[src/rtl/hs_responder.sv]
// hs_responder: responder end of a valid/ready request bus.
// Each accepted request is complemented, tagged with a rolling sequence
// number, held for LAT cycles, then queued in a small in-order response FIFO
// that absorbs backpressure on the response channel.
module hs_responder #(
  parameter int DATA_W = 3,
  parameter int LAT    = 2,   // 1..15
  parameter int DEPTH  = 4,   // power of two, >= 2
  parameter int TAG_W  = 2
) (
  input  logic              sys_clk,
  input  logic              sys_rst,
  input  logic              req_valid,
  input  logic [DATA_W-1:0] req_data,
  output logic              req_ready,
  output logic              rsp_valid,
  output logic [DATA_W-1:0] rsp_data,
  output logic [TAG_W-1:0]  rsp_tag,
  input  logic              rsp_ready,
  output logic              busy
);

  localparam int PW   = $clog2(DEPTH);
  localparam int CW   = PW + 1;
  localparam int EW   = TAG_W + DATA_W;
  localparam logic [3:0] CNT_INIT = 4'(LAT - 1);
  localparam logic [CW-1:0] FULL  = CW'(DEPTH);

  typedef enum logic {IDLE = 1'b0, WORK = 1'b1} state_e;

  state_e              state_q;
  logic [3:0]          cnt_q;
  logic [TAG_W-1:0]    seq_q;
  logic [TAG_W-1:0]    tag_q;
  logic [DATA_W-1:0]   data_q;

  logic [DEPTH-1:0][EW-1:0] mem_q, mem_d;
  logic [PW-1:0]       wr_ptr_q, wr_ptr_d;
  logic [PW-1:0]       rd_ptr_q, rd_ptr_d;
  logic [CW-1:0]       count_q, count_d;

  logic req_fire, push, pop;
  logic [EW-1:0] head;

  // Acceptance depends only on registered state (and the reset pin), never
  // on req_valid or rsp_ready, so there is no combinational loop through us.
  assign req_ready = !sys_rst && (state_q == IDLE) && (count_q < FULL);
  assign req_fire  = req_valid && req_ready;

  // The single in-flight request is pushed on the last WORK cycle; the space
  // check at acceptance guarantees the FIFO has room for it.
  assign push = (state_q == WORK) && (cnt_q == 4'd0);
  assign pop  = rsp_valid && rsp_ready;

  assign head      = mem_q[rd_ptr_q];
  assign rsp_valid = (count_q != '0);
  assign rsp_data  = rsp_valid ? head[DATA_W-1:0] : '0;
  assign rsp_tag   = rsp_valid ? head[EW-1:DATA_W] : '0;
  assign busy      = (state_q == WORK) || (count_q != '0);

  // Request FSM: latch transformed payload and tag, count out the latency.
  always_ff @(posedge sys_clk or posedge sys_rst) begin
    if (sys_rst) begin
      state_q <= IDLE;
      cnt_q   <= '0;
      seq_q   <= '0;
      tag_q   <= '0;
      data_q  <= '0;
    end else begin
      case (state_q)
        IDLE: begin
          if (req_fire) begin
            data_q  <= ~req_data;
            tag_q   <= seq_q;
            seq_q   <= seq_q + 1'b1;
            cnt_q   <= CNT_INIT;
            state_q <= WORK;
          end
        end
        WORK: begin
          if (cnt_q == 4'd0) state_q <= IDLE;
          else               cnt_q   <= cnt_q - 4'd1;
        end
        default: state_q <= IDLE;
      endcase
    end
  end

  // FIFO next state: simultaneous push and pop advance both pointers and
  // leave the occupancy unchanged.
  always_comb begin
    mem_d    = mem_q;
    wr_ptr_d = wr_ptr_q;
    rd_ptr_d = rd_ptr_q;
    count_d  = count_q;
    if (push) begin
      mem_d[wr_ptr_q] = {tag_q, data_q};
      wr_ptr_d        = wr_ptr_q + 1'b1;
    end
    if (pop) rd_ptr_d = rd_ptr_q + 1'b1;
    case ({push, pop})
      2'b10:   count_d = count_q + 1'b1;
      2'b01:   count_d = count_q - 1'b1;
      default: count_d = count_q;
    endcase
  end

  // FIFO state; reset discards every queued response.
  always_ff @(posedge sys_clk or posedge sys_rst) begin
    if (sys_rst) begin
      mem_q    <= '0;
      wr_ptr_q <= '0;
      rd_ptr_q <= '0;
      count_q  <= '0;
    end else begin
      mem_q    <= mem_d;
      wr_ptr_q <= wr_ptr_d;
      rd_ptr_q <= rd_ptr_d;
      count_q  <= count_d;
    end
  end

endmodule

[config.mk]
export PLATFORM = sky130hd
export DESIGN_NAME = hs_responder
export DESIGN_NICKNAME = d
export VERILOG_FILES = /design/src/rtl/hs_responder.sv
export SDC_FILE = /design/constraint.sdc
export NUM_CORES = 1
export LEC_CHECK = 0
export CAP_MARGIN = 20
export CORE_MARGIN = 2
export CORE_UTILIZATION = 40
export CTS_BUF_LIST = sky130_fd_sc_hd__clkbuf_16
export DETAILED_ROUTE_END_ITERATION = 7
export PLACE_DENSITY_LB_ADDON = 0.05
export SYNTH_ARGS = -nofsm -noshare
export SYNTH_HDL_FRONTEND = slang
export SYNTH_SLANG_ARGS = --single-unit
[constraint.sdc]
create_clock -name sys_clk -period 3.2 [get_ports sys_clk]
set_input_delay 0.8 -clock sys_clk [delete_from_list [all_inputs] [get_ports sys_clk]]
set_output_delay 0.8 -clock sys_clk [all_outputs]
set_load 0.005 [all_outputs]
Word level (Yosys, flattened, before mapping)
Cells that the tools add are included.
Storage, ports and cells
  bits in registers: 39
  input bits: 7
Cells by class
  equal/unequal tests: 4
  bitwise logic cells: 2
  mux-type cells: 14
  magnitude comparators: 4
  reduce and logical (&&, ||, !) cells: 13
  add/subtract/negate cells: 6
Operators by type and width (number)
  20-bit bitwise mux: 1
  5-bit binary-select mux with 2-bit select: 1
  5-bit demux with 2-bit select: 1
  5-bit two-way mux: 2
  4-bit two-way mux: 2
  4-bit one-hot mux with 2 select lines: 1
  2-bit by 1-bit adder with 2-bit output (second input constant): 3
  1-bit logical AND: 6
  2-bit by 3-bit less-than comparator with 1-bit output (second input constant): 2
  3-bit one-hot mux with 2 select lines: 1
  4-bit zero test: 1
  2-bit != test (second input constant): 2
  2-bit AND reduction: 2
  4-bit by 1-bit subtractor with 4-bit output (second input constant): 1
  3-bit by 1-bit adder with 3-bit output (second input constant): 1
  3-bit less-than comparator (second input constant): 1
  3-bit two-way mux: 1
  3-bit NOT: 1
  3-bit nonzero test: 1
  3-bit by 1-bit subtractor with 3-bit output (second input constant): 1
  2-bit by 1-bit == test with 1-bit output (second input constant): 1
  2-bit == test (second input constant): 1
  2-bit by 1-bit greater-or-equal comparator with 1-bit output (second input constant): 1
  1-bit two-way mux: 2
  6 further kinds: 6

Longest topological paths before layout
Gate-level depths: netlist of the first run.
  depth after elaboration: 6
  mapped depth: 11
  mapped depth without buffers: 10

Least setup slack after synthesis of the first run
No wires, ideal clock.
  path kind: reg-to-reg
  from: register cnt_q[0]
  to: register count_q[2]
  path slack: 1135 ps
  data arrival time: 1986 ps
  required time: 3121 ps
  stages on the path, launching flop included: 12
  cell sequence: dfrtp_1 -> inv_1 -> ha_1 -> and4bb_1 -> buf_6 -> inv_1 -> ha_1 -> inv_1 -> fa_1 -> xor2_1 -> nor2_1 -> xor2_1
Between the ends
  word-level cells in the longest chain between the ends: 4
  elaborated cells on any way between the ends: 6
  classes of those cells: eq/ne (2); mux (1); reduce/logical (3)
RTL lines
  start: declaration: RTL line 32  | logic [3:0] cnt_q;
  start signal: assignment: RTL line 82  | else cnt_q <= cnt_q - 4'd1;
  4-bit zero test (*): RTL line 52  | assign push = (state_q == WORK) && (cnt_q == 4'd0);
  1-bit logical AND (*): RTL line 52
  2-bit by 1-bit == test with 1-bit output or 2-bit == test (tied branches): RTL line 101  | case ({push, pop})
  3-bit one-hot mux with 2 select lines or 2-bit nonzero test (tied branches)
  end signal: assignment: RTL line 119  | count_q <= count_d;
  end: declaration: RTL line 40  | logic [CW-1:0] count_q, count_d;
Every way passes the cells marked *; elsewhere a longest branch is shown, timed or not.
A chain may end at the register's enable or synchronous reset.

Worst setup path after layout of the first run
  from: register rd_ptr_q[0]
  to: output port rsp_tag[0]
Between the ends
  word-level cells in the longest chain between the ends: 3
RTL lines
  start: declaration: RTL line 39  | logic [PW-1:0] rd_ptr_q, rd_ptr_d;
  start signal: assignment: RTL line 118  | rd_ptr_q <= rd_ptr_d;
  5-bit binary-select mux with 2-bit select: RTL line 55  | assign head = mem_q[rd_ptr_q];
  5-bit two-way mux (implied by the code): RTL line 55
  2-bit two-way mux: RTL line 58  | assign rsp_tag = rsp_valid ? head[EW-1:DATA_W] : '0;
  end: declaration: RTL line 18  | output logic [TAG_W-1:0] rsp_tag,
Every way passes these cells. The select of a mux whose other input is x is not followed.

==> results of run 1 <==
## routing by layer
layer  track usage, %  vias to the layer above  share of wire [%]
met2            21.92                       12                 47
met1            19.65                      557                 49
met3            3.292                        7                2.2
met4            6.667                        0                1.7
met5                0                        -                  0
li1                 -                      507                  -
## logic make-up after synthesis
family	synth area share (%)
AND/OR/NAND/NOR	11.10
buffers and inverters	3.636
adder cells (fa/ha/maj)	4.935
multiplexers	24.09
flip-flops	50.65
AO/OA/AOI/OAI	1.948
XOR/XNOR	3.636
## synthesized netlist by cell type
master    number
dfrtp_1       39
mux2_4        20
inv_1         11
nor2_1         7
and2_1         6
ha_1           6
mux4_2         5
a21oi_1        4
mux2i_1        4
nand2_1        4
nand2_4        4
xnor2_1        4
xor2_1         4
buf_2          2
nand2b_1       2
o21ai_0        2
and4bb_1       1
buf_1          1
buf_6          1
clkbuf_1       1
fa_1           1
mux2_2         1
nand3_1        1
nand4b_1       1
nor3_1         1
nor4b_1        1
nor4b_4        1
o31ai_1        1
or3_1          1
or4_1          1
## placed cells by master, fill, tap and decap left out, types with 2 or more instances in the layout
master	instances
and2_1	6
mux2_4	20
xor2_1	4
clkbuf_16	5
buf_4	2
nand2_4	4
nand2_1	4
inv_1	12
a21oi_1	4
mux4_2	5
xnor2_1	4
clkdlybuf4s50_1	14
ha_1	6
nor2_1	7
o21ai_0	2
nand2b_1	2
dfrtp_1	39
clkinv_1	2
mux2i_1	4
## registers in the layout (all words and copies together), names as in the netlist
name / cells
cnt_q: 4
count_q: 3
data_q: 3
mem_q: 20
rd_ptr_q: 2
seq_q: 2
state_q: 1
tag_q: 2
wr_ptr_q: 2
## cell type report
| cell class | instances | share of cell area [%] |
|---|---|---|
| Clock buffer | 5 | 5.543 |
| Inverter | 11 | 1.829 |
| Sequential cell | 39 | 43.24 |
| Multi-Input combinational cell | 83 | 39.02 |
| Timing Repair Buffer | 16 | 6.874 |
| Tap cell | 54 | 2.993 |
| Clock inverter | 3 | 0.4989 |
## critical path, delay by kind of cell (launching register included)
family                 cells  cell delay, ns
muxes                      1            0.55
DFF                        1            0.60
buffers and inverters      1            0.44
and+or+nand+nor            1            0.17
## report_power, final
group          switching (mW)  internal [mW]  total [mW]  leakage [nW]
combinational           0.291          0.532       0.823         0.566
clock                   0.178          0.280       0.458        0.0701
sequential              0.227          0.720       0.947         0.489
## how the worst min path moves through the flow
stage	startpoint	end	slack [ns]	cells after the start
6_report	seq_q[0]	seq_q[0]	0.47	1
5_1_grt	seq_q[0]	seq_q[0]	0.48	1
4_1_cts	seq_q[0]	seq_q[0]	0.47	1
3_5_place_dp	seq_q[0]	seq_q[0]	0.46	1
3_3_place_gp	seq_q[0]	seq_q[0]	0.46	1
2_1_floorplan	seq_q[1]	seq_q[1]	0.44	1
## through the flow
stage          std cells  util, %
2_1_floorplan        138        -
3_3_place_gp         203    45.20
3_5_place_dp         203    45.20
4_1_cts              211    48.11
5_1_grt              211    48.11
6_report             211    48.11
==> metrics.yaml, run 1 <==
outcome:
  status: "finished, final reports clean"
placement:
  dpl.hpwl_mm: 2.324
  dpl_cell_area_um2: 2121
  gp_congestion: 0.7826
  place_ws_ns: 0.4324
  port-buffer-count: 14
finish:
  area_growth_pct: 17.14
  finalNetCount: 170
  multi_input_area_um2: 880.8
  n_fill_cell: 414
  diodes: 0
  regArea_um2: 975.9
  drive_gt1_share_pct: 24.20
  final_area_um2: 2257
global_routing:
  grt_max_degree: 40
  globalRouteTotalUtil_pct: 14.43
  grt_overflow: 0
  grt_pass1_vias: 1196
  grt_pass1_wl_mm: 5.733
  antenna_found_initial: 0
sta:
  setup_slack_ns: 0.3643
  tns_ns: 0
  hold_viol: 0
  worst_hold_slack_ns: 0.4676
  relSlewSlack_pct: 63.93
  rsz0062_at_grt: "false"
  fmax_mhz: 352.6
  finalSetupViolations: 0
  finClkSkew_ns: 0.003981
  tightest_slew_ns: 0.5387
  period_minus_slack_ns: 2.836
  period_share_pct: 88.62
  slew_viol_final: 0
setup_path:
  critical_path_class: "flip-flop to output pin"
  r2r_slack_ns: 0.87
  start_kind: "flip-flop"
  cp_max_fo: 7
  cp.arrival_ns: 2.04
  worstPathCellList: "mux4_2 -> and2_1 -> clkdlybuf4s50_1"
  reg2reg_from: "cnt_q[0]"
  worstSetupEndpointType: "output pin"
  crit_required_ns: 2.40
  worst_path_max_delay_cell: "dfrtp_1"
  reg2reg_to: "count_q[2]"
  r2r_cells: 10
  slowest_delay_ns: 0.60
  cp-startpoint: "rd_ptr_q[0]"
  crit_path_end: "rsp_tag[0]"
synthesis:
  seq_area_frac_synth_pct: 50.65
  ys_ff_latch: 39
  syn_inst: 138
  synth_warnings: 0
  synth_top_area_share_pct: 50.65
  netlist_area_um2: 1927
  syn_avg_cell_area_um2: 13.96
  synth_cell_type_count: 30
  syn-num-nets: 152
  ys_top_cells_by_area: "dfrtp_1, mux2_4, mux4_2"
  yosysTopAreaCell: "dfrtp_1"
run:
  maxCapViolations: 0
route:
  drt_pass1_iterations: 4
  drtIter0Drc: 75
  vias: 1083
  routed_via_density: 5.133
  wirelength_mm: 3.316
  drc: 0
  avgRoutedWirePerCell_um: 15.72
  ant_nets: 0
clock_network:
  cts_resized: 0
  cts_max_level: 2
  clk_pin_slew_ns: 0.06
  cts_tree: "done"
  post_cts_buffers: 0
  clock-sinks: 39
  numCtsBuffers: 5
  root_buffer: "clkbuf_16"
  insertion_delay_ns: 0.27
  cts_max_path_buffers: 2
  cts-hold-fix-buffers: 0
power:
  fin_total_pwr_mw: 2.228
  peakVddDrop_mv: 0.3931
  p_leak_nw: 1.125
  cellPowerDensity_nw_per_um2: 987.1
floorplan:
  die_h_um: 73.41
  dieArea_um2: 5388
  row_count: 25
  die_w_um: 73.41
  ios: 15
  start_util_pct: 41.07
  coreArea_um2: 4692
min_path:
  hold_path_class: "flip-flop to flip-flop"
Power figures use the tool's default switching activity.
==> run 2, diff against run 1 <==
CAP_MARGIN = 5   (was 20)
PLACE_DENSITY_LB_ADDON = not set   (was 0.05)
SLEW_MARGIN = 10   (was not set)
==> run 2 against run 1 <==
Count of clock-buffer cells in the layout stayed put; sequential power is 0.7% lower; design area is 0.11% lower; final cell count is 0.47% lower; critical path type unchanged; flip-flop and latch count stayed put; combinational power is 0.5% higher; sequential share of layout area hardly changed; first-iteration DRC count is 13% lower; utilization is 0.053 points lower.
==> metrics.yaml, run 2 (synthesis gave the netlist of run 1 again) <==
power:
  p_comb_share_pct: 37.2
  netSwitchingFraction_pct: 31.04
  p_leak_nw: 1.122
  internal_power_mw: 1.533
  pwr-share-seq_pct: 42.3
  peakVddDrop_mv: 0.3462
  power_frac_clock_pct: 20.5
  cellPowerDensity_nw_per_um2: 986.1
  p_switching_mw: 0.6902
  fin_total_pwr_mw: 2.223
clock_network:
  root_buffer: "clkbuf_16"
  cts_tree: "done"
  cts_max_level: 2
  numCtsBuffers: 5
  cts_resized: 0
  clock-sinks: 39
  cts_max_path_buffers: 2
  clk_pin_slew_ns: 0.05
  post_cts_buffers: 0
  insertion_delay_ns: 0.28
  cts-hold-fix-buffers: 0
sta:
  relSlewSlack_pct: 60.07
  rsz0062_at_grt: "false"
  period_share_pct: 87.95
  finalSetupViolations: 0
  finClkSkew_ns: 0.003914
  tns_ns: 0
  period_minus_slack_ns: 2.814
  slew_viol_final: 0
  tightest_slew_ns: 0.5939
  fmax_mhz: 355.3
  hold_viol: 0
finish:
  n_fill_cell: 409
  multi_input_area_um2: 880.8
  finalNetCount: 170
  diodes: 0
  drive_gt1_share_pct: 25.00
  largest-register: "mem_q"
  reg_top3: "mem_q: 20 flops, cnt_q: 4 flops"
  regArea_um2: 975.9
  final_cell_mix: "dfrtp_1, mux2_4, clkdlybuf4s50_1"
  final_common_cell: "dfrtp_1"
  post-route-util_pct: 48.05
  area_growth_pct: 17.01
  largest_reg_flops: 20
  final_area_um2: 2255
route:
  vias: 1045
  routed_via_density: 4.976
  wirelength_mm: 3.304
  ant_nets: 0
  drt_pass1_iterations: 4
  avgRoutedWirePerCell_um: 15.73
  drtIter0Drc: 65
  drc: 0
setup_path:
  cp.arrival_ns: 2.01
  r2r_slack_ns: 0.88
  start_kind: "flip-flop"
  reg2reg_to: "count_q[2]"
  crit_required_ns: 2.40
  critical_path_class: "flip-flop to output pin"
  r2r_cells: 10
  cp_max_fo: 7
  worstSetupEndpointType: "output pin"
  reg2reg_from: "cnt_q[0]"
global_routing:
  use_met1_pct: 19.06
  antenna_found_initial: 0
  met3_usage_pct: 4.938
  grt_max_degree: 40
  grt_pass1_vias: 1086
  globalRouteTotalUtil_pct: 14.22
  use_met2_pct: 21.62
  grt_pass1_wl_mm: 5.554
  grt_overflow: 0
  busiest_layer: "met2"
run:
  maxCapViolations: 0
min_path:
  holdPathEnd: "seq_q[0]"
  worstHoldPathCells: 1
  min_from: "seq_q[0]"
  hold_path_class: "flip-flop to flip-flop"
placement:
  gp_congestion: 0.6884
  dpl_cell_area_um2: 2121
  port-buffer-count: 14
  dpl.hpwl_mm: 2.271
floorplan:
  die_h_um: 73.41
  row_count: 25
  coreArea_um2: 4692
  die_w_um: 73.41
  start_util_pct: 41.07
  ios: 15
  dieArea_um2: 5388
outcome:
  status: "finished, final reports clean"
run 2: cell types whose count changed in the layout (fill, tap and decap cells not counted):
cell | before | now
clkinv_1 | 2 | 1
clkinv_2 | 0 | 1
inv_1 | 12 | 11
run 2: final cells by class:
class / count / share of cell area, %
Timing Repair Buffer: 16 / 6.881
Clock inverter: 2 / 0.3885
Tap cell: 54 / 2.997
Multi-Input combinational cell: 83 / 39.07
Clock buffer: 5 / 5.549
Inverter: 11 / 1.831
Sequential cell: 39 / 43.29
run 2: how the worst max path moves through the flow:
stage | from | to | slack (ns) | cells past startpoint
after floorplan | cnt_q[0] | count_q[2] | 1.14 | 11
after global placement | sys_rst | req_ready | 0.46 | 3
after detailed placement | sys_rst | req_ready | 0.44 | 3
after CTS | rd_ptr_q[0] | rsp_tag[0] | 0.34 | 3
after global routing | rd_ptr_q[0] | rsp_data[2] | 0.30 | 3
final | rd_ptr_q[0] | rsp_data[2] | 0.39 | 3
run 2: critical path, cell delays in order, from the launching register on:
cell,delay (ns)
dfrtp_1,0.58
mux4_2,0.55
and2_1,0.17
clkdlybuf4s50_1,0.44
run 2: routing by layer:
layer / up-vias / wire (um)
li1: 502 / -
met1: 526 / 1516
met2: 12 / 1641
met3: 5 / 100
met4: 0 / 46
met5: - / 0
run 2: power groups by stage:
| stage | Combinational, mW | Sequential, mW | Clock (mW) |
|---|---|---|---|
| finish | 0.827 | 0.940 | 0.457 |
| global route | 0.912 | 0.977 | 0.495 |
| CTS | 0.841 | 0.945 | 0.477 |
| detailed placement | 0.837 | 0.947 | 0 |
| global placement | 0.805 | 0.931 | 0 |
| floorplan | 0.677 | 0.853 | 0 |
run 2: through the flow:
step	worst slack [ns]	instances	hold WS, ns
global placement	0.4597	203	0.4545
floorplan	1.135	138	0.4402
detailed placement	0.4359	203	0.4582
CTS	0.3415	210	0.4691
finish	0.3857	210	0.4660
global route	0.2988	210	0.4768
==> run 3, diff against run 2 <==
SETUP_SLACK_MARGIN = 0.3   (was not set)
clock period = 2.3 ns   (was 3.2 ns; I/O delays follow)
==> run 3 against run 2 <==
Hold slack improved by 0.0030 ns; utilization increased by 5.0 points; design area increased by 10%; critical path type unchanged; sequential share of layout area decreased by 4.1 points; global-route usage increased by 1.1 points; count of clock-buffer cells in the layout unchanged; first-iteration DRC count decreased by 7.7%; clock power increased by 92%; combinational power increased by 75%; clock skew about the same; wire length increased by 12%.
==> metrics.yaml, run 3 (synthesis gave the netlist of run 1 again) <==
route:
  ant_nets: 0
  drc: 0
  drtIter0Drc: 60
  wirelength_mm: 3.689
  vias: 1155
  routed_via_density: 5.044
  avgRoutedWirePerCell_um: 16.11
  drt_pass1_iterations: 5
setup_path:
  cp.arrival_ns: 1.60
  start_kind: "flip-flop"
  critical_path_class: "flip-flop to output pin"
  cp_num_buf_inv: 2
  worstSetupEndpointType: "output pin"
  worst_path_max_delay_cell: "mux4_2"
  path_delay_family: "multiplexers"
  reg2reg_to: "count_q[2]"
  cp_max_fo: 5
  worstPathCellList: "buf_6 -> mux4_2 -> and2_1 -> buf_2"
  crit_required_ns: 1.73
  cp-startpoint: "rd_ptr_q[0]"
  reg2reg_from: "count_q[1]"
  r2r_cells: 9
  r2r_slack_ns: 0.31
  slowest_delay_ns: 0.48
floorplan:
  ios: 15
  die_w_um: 73.41
  dieArea_um2: 5388
  coreArea_um2: 4692
  row_count: 25
  start_util_pct: 41.07
  die_h_um: 73.41
clock_network:
  clk_pin_slew_ns: 0.06
  numCtsBuffers: 5
  cts-hold-fix-buffers: 0
  cts_max_path_buffers: 2
  cts_tree: "done"
  cts_max_level: 2
  insertion_delay_ns: 0.28
  clock-sinks: 39
  root_buffer: "clkbuf_16"
placement:
  dpl.hpwl_mm: 2.389
  port-buffer-count: 14
  gp_congestion: 0.7599
  place_ws_ns: -0.01627
  dp.cells: 208
power:
  peakVddDrop_mv: 0.7023
  p_leak_nw: 1.261
  cellPowerDensity_nw_per_um2: 1457
global_routing:
  use_met1_pct: 19.74
  grt_pass1_vias: 1188
  busiest_layer: "met2"
  met3_usage_pct: 3.704
  grt_max_degree: 40
  antenna_found_initial: 0
  globalRouteTotalUtil_pct: 15.36
  use_met2_pct: 25.33
  grt_pass1_wl_mm: 6.058
  grt_overflow: 0
finish:
  largest-register: "mem_q"
  largest_reg_flops: 20
  diodes: 0
  final_common_cell: "dfrtp_1"
  n_fill_cell: 400
  finalNetCount: 188
  drive_gt1_share_pct: 43.43
  final_cells: 229
  reg_top3: "mem_q: 20 flops, cnt_q: 4 flops"
  final_cell_mix: "dfrtp_1, mux2_4, buf_4"
  area_growth_pct: 29.29
sta:
  period_share_pct: 94.47
  finClkSkew_ns: 0.004308
  relSlewSlack_pct: 63.12
  tns_ns: 0
  tightest_slew_ns: 0.5485
  rsz0062_at_grt: "true"
  setup_slack_ns: 0.1271
  period_minus_slack_ns: 2.173
  slew_viol_final: 0
  fmax_mhz: 460.2
  hold_viol: 0
  finalSetupViolations: 0
run:
  maxCapViolations: 0
min_path:
  hold_path_class: "flip-flop to flip-flop"
  holdPathEnd: "seq_q[0]"
  worstHoldPathCells: 1
  min_from: "seq_q[0]"
outcome:
  status: "finished, final reports clean"
## run 3: cell count changes in the layout (fill, tap and decap cells not counted), moves of 2 or more
cell	delta
ha_4	+2
and2_1	-2
buf_2	+5
inv_2	+4
ha_1	-2
buf_4	+11
and2_4	+2
dlygate4sd2_1	+3
bufinv_16	+2
inv_1	-3
buf_6	+7
clkdlybuf4s50_1	-9
## run 3: what timing repair did
action / CTS / global route
setup buffers: 10 / 3
gates resized for setup: 39 / 5
endpoints found under the setup margin: 10 / 7
pin swaps: 11 / 7
endpoints found under the hold margin: 0 / 0
## run 3: worst max path at each step
stage / end / slack [ns] / cells past startpoint
3_3_place_gp: count_q[2] / 0.004 / 8
2_1_floorplan: count_q[2] / 0.31 / 11
5_1_grt: rsp_tag[0] / 0.07 / 4
4_1_cts: rsp_tag[1] / 0.13 / 4
3_5_place_dp: count_q[2] / -0.02 / 8
6_report: rsp_tag[1] / 0.13 / 4
## run 3: power by group
group          leakage, nW  internal (mW)  switching, mW  total, mW
logic                0.678          0.930          0.519       1.45
clock network       0.0952          0.617          0.262      0.879
registers            0.488           1.00          0.295       1.30
total                 1.26           2.55           1.08       3.63
## run 3: area by class of cell
type                    count  area [um2]  share of cell area, %
inverters                  11       41.29                  1.657
flip-flops and latches     39       977.2                  39.23
multi-input cells          83       918.4                  36.87
clock buffers               5       125.1                  5.023
clock inverters             3       63.81                  2.562
well taps                  54       67.56                  2.712
repair buffers             34       297.8                  11.95
## run 3: stage by stage
step           total power, mW  cell area [um2]  hold slack (ns)  util [%]
4_1_cts                  3.577             2451           0.4748     52.24
3_5_place_dp             2.536             2166           0.4621     46.16
3_3_place_gp             2.466             2166           0.4567     46.16
5_1_grt                  3.865             2491           0.4861     53.09
2_1_floorplan            2.138             1934           0.4402         -
6_report                 3.628             2491           0.4690     53.09
## run 3: layer usage
metal | share of wire [%] | vias to the layer above
li1 | - | 540
met1 | 47 | 585
met2 | 49 | 23
met3 | 2.5 | 7
met4 | 1.5 | 0
met5 | 0 | -
